**src/rtl/fwd_hazard_unit.sv**
```systemverilog
// rtl/fwd_hazard_unit.sv - operand-forwarding select and load-use stall controller
// Tracks in-flight destinations and registers the ALU operand mux selects for the EX cycle.
module fwd_hazard_unit #(
  parameter int REG_W = 5,
  parameter int CNT_W = 16
) (
  input  logic             clk,
  input  logic             rst_n,
  input  logic             issue_valid,
  input  logic [REG_W-1:0] issue_rs,
  input  logic [REG_W-1:0] issue_rt,
  input  logic [REG_W-1:0] issue_rd,
  input  logic             issue_regwrite,
  input  logic             issue_memread,
  input  logic [REG_W-1:0] id_rs,
  input  logic [REG_W-1:0] id_rt,
  input  logic             flush,
  output logic [1:0]       fwd_a,
  output logic [1:0]       fwd_b,
  output logic             stall,
  output logic [CNT_W-1:0] stall_cnt
);

  localparam logic [1:0] SEL_RF    = 2'b00;
  localparam logic [1:0] SEL_EXMEM = 2'b01;
  localparam logic [1:0] SEL_MEMWB = 2'b10;

  // A WB slot is not kept: the register file is write-before-read, so a
  // distance-3 producer never needs a forward.
  logic             ex_valid;
  logic             ex_regwrite;
  logic             ex_memread;
  logic [REG_W-1:0] ex_rd;
  logic             mem_valid;
  logic             mem_regwrite;
  logic [REG_W-1:0] mem_rd;

  logic             take;
  logic             ex_hit_a;
  logic             ex_hit_b;
  logic             mem_hit_a;
  logic             mem_hit_b;
  logic [1:0]       sel_a;
  logic [1:0]       sel_b;

  always_comb begin
    stall = ex_valid && ex_memread && ex_regwrite && (ex_rd != '0) &&
            ((ex_rd == id_rs) || (ex_rd == id_rt));
    take  = issue_valid && !stall && !flush;
  end

  always_comb begin
    ex_hit_a  = ex_valid  && ex_regwrite  && (issue_rs != '0) && (ex_rd  == issue_rs);
    ex_hit_b  = ex_valid  && ex_regwrite  && (issue_rt != '0) && (ex_rd  == issue_rt);
    mem_hit_a = mem_valid && mem_regwrite && (issue_rs != '0) && (mem_rd == issue_rs);
    mem_hit_b = mem_valid && mem_regwrite && (issue_rt != '0) && (mem_rd == issue_rt);

    // Nearer producer wins.
    sel_a = SEL_RF;
    if (ex_hit_a)       sel_a = SEL_EXMEM;
    else if (mem_hit_a) sel_a = SEL_MEMWB;

    sel_b = SEL_RF;
    if (ex_hit_b)       sel_b = SEL_EXMEM;
    else if (mem_hit_b) sel_b = SEL_MEMWB;
  end

  always_ff @(posedge clk) begin
    if (!rst_n) begin
      ex_valid     <= 1'b0;
      ex_regwrite  <= 1'b0;
      ex_memread   <= 1'b0;
      ex_rd        <= '0;
      mem_valid    <= 1'b0;
      mem_regwrite <= 1'b0;
      mem_rd       <= '0;
      fwd_a        <= SEL_RF;
      fwd_b        <= SEL_RF;
      stall_cnt    <= '0;
    end else begin
      mem_valid    <= ex_valid;
      mem_regwrite <= ex_regwrite;
      mem_rd       <= ex_rd;

      ex_valid     <= take;
      ex_regwrite  <= take && issue_regwrite;
      ex_memread   <= take && issue_memread;
      ex_rd        <= take ? issue_rd : '0;

      fwd_a        <= take ? sel_a : SEL_RF;
      fwd_b        <= take ? sel_b : SEL_RF;

      if (stall && (stall_cnt != '1)) stall_cnt <= stall_cnt + 1'b1;
    end
  end

endmodule

```
**config.mk**
```make
export PLATFORM = sky130hd
export DESIGN_NAME = fwd_hazard_unit
export DESIGN_NICKNAME = d
export VERILOG_FILES = /design/src/rtl/fwd_hazard_unit.sv
export SDC_FILE = /design/constraint.sdc
export NUM_CORES = 1
export LEC_CHECK = 0
export CORE_MARGIN = 3
export CORE_UTILIZATION = 53
export CTS_BUF_LIST = sky130_fd_sc_hd__clkbuf_8
export DETAILED_ROUTE_END_ITERATION = 6
export HOLD_SLACK_MARGIN = 0.02
export PLACE_DENSITY = 0.83
export SYNTH_ARGS = -nofsm -noshare
export SYNTH_HDL_FRONTEND = slang
export SYNTH_SLANG_ARGS = --single-unit
```
**constraint.sdc**
```tcl
create_clock -name clk -period 2.65 [get_ports clk]
set_input_delay 0.53 -clock clk [delete_from_list [all_inputs] [get_ports clk]]
set_output_delay 0.53 -clock clk [all_outputs]
set_load 0.005 [all_outputs]
```
==> impl_metrics.yaml <==
setup_path:
  cpMostUsedCell: "clkdlybuf4s50_1"
  crit_slowest_cell: "clkdlybuf4s50_1"
  end_kind: "output port"
  cp_cell_sequence: "clkdlybuf4s50_1 > xor2_1 > nor3_1 > a22oi_2 > nor2_1 > clkdlybuf4s50_1"
  criticalPathCategory: "primary input to output port"
  path_buf_inv: 2
  worstPathMaxFanout: 2
  arrival_ns: 2.06
  cp.required_ns: 2.12
  max_stage_delay_ns: 0.51
  crit_family: "buffers and inverters"
  start_kind: "primary input"
placed_design:
  place_congestion: 0.961
  place_area_um2: 2350
  port_buffers: 51
  hpwl_um: 3050
sta:
  relSlewSlack_pct: 57.4
  final_max_slew_viol_count: 0
  skew_ns: 0.00711
  period_minus_slack_ns: 2.59
  min_period_over_period_pct: 97.6
  setup_tns_ns: 0
  setup_viol: 0
  rsz0062_at_grt: "no"
  fmax_ghz: 0.387
  hold_viol: 0
  tightest_slew_ns: 0.636
power:
  clkPwrFrac_pct: 37.3
  swShare_pct: 22.6
  power.internal_uw: 800
  cellLeakagePower_nw: 0.845
  p_comb_share_pct: 10.5
  power_switching_uw: 234
  finalPower_mw: 1.03
  powerDensity_nw_per_um2: 423
  vdd_drop_max_mv: 0.330
  seqPwrFrac_pct: 52.2
global_route:
  grt_pass1_wl_um: 7000
  antenna_found_initial: 0
  first_global_vias: 1524
  grt_max_degree: 35
  grt-ovfl-total: 0
  grt_usage_pct: 21.3
logic_synthesis:
  seq_area_frac_synth_pct: 37.8
  synth-warning-count: 0
  ys_types: 42
  synthCells: 202
  netlist_area_um2: 1850
  syn_nets: 234
  avgSynthCellArea_um2: 9.17
  ys_seq_elements: 35
die:
  die-height_um: 65.1
  dieArea_um2: 4240
  die_x_um: 65.1
  io_pins: 52
  initial_core_util_pct: 57.8
  rows: 20
  coreArea_um2: 3200
cts:
  tritoncts_num_sinks: 35
  cts_tree: "yes"
  cts.htree.levels: 2
  clk_pin_slew_ns: 0.07
  cts_buffers: 5
  hold_buffers: 0
  clockBufferDepth: 2
  cts-root-buf: "clkbuf_8"
  insertion_delay_ns: 0.29
cells_and_area:
  register_area_um2: 701
  final_area_um2: 2440
  n_antenna_cell: 0
  multi_input_area_um2: 1060
  n_fill_cell: 248
  synthToLayoutAreaGrowth_pct: 31.8
  drive_above_1_share_pct: 8.37
  nNetsFinal: 283
outcome:
  status: "finished clean"
routing:
  dr.first_iter.drc_count: 99
  finalWirelength_um: 4050
  drc_errors: 0
  detail_route.vias_per_cell: 5.50
  routedWlPerCell_um: 13.7
  vias: 1623
  first_pass_iters: 4
  ant_nets: 0
min_path:
  hold_path_class: "flip-flop to flip-flop"
flow_run:
  drv_cap: 0
[power by group through the flow]
stage	combinational, mW	clock [mW]	sequential, mW
6_report	0.109	0.385	0.539
5_1_grt	0.119	0.422	0.540
4_1_cts	0.108	0.392	0.539
3_5_place_dp	0.108	0	0.551
3_3_place_gp	0.106	0	0.551
2_1_floorplan	0.0554	0	0.546
[routing by layer]
metal / part of all wire [%] / vias up / GRT usage, % / wire [um]
met5: 0 / - / 0 / 0
met4: 1.6 / 0 / 6.99 / 63
met2: 45 / 44 / 33.2 / 1820
met3: 5.6 / 8 / 5.98 / 225
li1: - / 840 / - / -
met1: 48 / 731 / 28.4 / 1930
[layout make-up]
type	instances	share of cell area (%)
Clock buffer	6	3.38
Timing Repair Buffer	54	21.8
Inverter	2	0.308
Multi-Input combinational cell	153	43.3
Sequential cell	35	28.7
Clock inverter	1	0.205
Tap cell	44	2.26
[flip-flops by register name, summed over array words and instances, names as in the netlist]
register      flops
stall_cnt        16
mem_rd            5
ex_regwrite       1
mem_valid         1
mem_regwrite      1
fwd_a             2
fwd_b             2
ex_memread        1
ex_valid          1
ex_rd             5
[kinds of logic (layout without fill, tap and decap cells)]
kind of cell	count (synthesis)	in the layout	share of synthesized area, %
xor+xnor	30	30	14.2
flops	35	35	37.8
fa+ha+maj	1	1	0.676
compound gates	40	40	15.1
mux	1	1	0.541
simple gates	81	81	26.3
buf+inv	14	63	5.41
[cells in the mapped netlist, drive strengths merged]
cell / n / area (um2)
o2111ai: 1 / 15.0
nand2b: 1 / 6.26
clkbuf: 2 / 7.51
and2: 14 / 87.6
or3: 4 / 31.3
a22oi: 1 / 12.5
nand2: 9 / 33.8
or4: 12 / 90.1
dlygate4sd3: 1 / 10.0
or3b: 1 / 8.76
or2: 1 / 6.26
o31ai: 12 / 95.1
o311ai: 1 / 8.76
o41ai: 1 / 8.76
nand4: 6 / 37.5
nor2: 5 / 18.8
and3: 3 / 20.0
ha: 1 / 12.5
nand3b: 1 / 7.51
o21ai: 5 / 25.0
nand3: 8 / 45.0
nor3: 9 / 45.0
o211ai: 1 / 12.5
dfxtp: 35 / 701
a21oi: 16 / 80.1
xnor2: 10 / 87.6
inv: 2 / 7.51
xor2: 20 / 175
buf: 9 / 75.1
nor4: 5 / 31.3
o2111a: 1 / 11.3
o21ba: 1 / 10.0
mux2i: 1 / 10.0
and4: 2 / 17.5
[cell usage in the layout, fill, tap and decap left out, drive strengths merged, types with 4 or more instances in the layout]
cell	n
clkdlybuf4s50	51
dfxtp	35
xor2	20
a21oi	16
and2	14
or4	12
o31ai	12
xnor2	10
nand2	9
nor3	9
nand3	8
nand4	6
clkbuf	6
nor2	5
nor4	5
o21ai	5
or3	4
[timing repair]
action	CTS	global route
endpoints found under the hold margin	0	0
endpoints found under the setup margin	0	1
setup buffers	0	0
gates resized for setup	0	1
[path summary, 6_finish.rpt]
kind / start / slack (ns) / end / cells past startpoint
setup / recovery: id_rs[4] / 0.06 / stall / 6
hold reg to reg: mem_valid$_SDFF_PN0_ / 0.48 / fwd_a[1]$_SDFF_PP0_ / 2
hold / removal: mem_valid$_SDFF_PN0_ / 0.48 / fwd_a[1]$_SDFF_PP0_ / 2
setup reg to reg: ex_rd[4]$_SDFF_PN0_ / 0.59 / stall_cnt[14]$_SDFFE_PN0P_ / 6
[stage by stage]
step                util (%)  hold slack [ns]  instances  setup slack (ns)
floorplan                  -            0.430        202             0.690
global placement        73.3            0.458        288            0.0617
CTS                     76.0            0.476        295            0.0550
detailed placement      73.3            0.463        288            0.0561
finish                  76.2            0.475        295            0.0630
global route            76.2            0.507        295           0.00379
[worst min-delay path, delay by kind of cell (launching register included)]
family | cells | cell delay (ns)
flip-flops | 1 | 0.32
AND/OR/NAND/NOR | 2 | 0.12
Power figures use the tool's default switching activity.
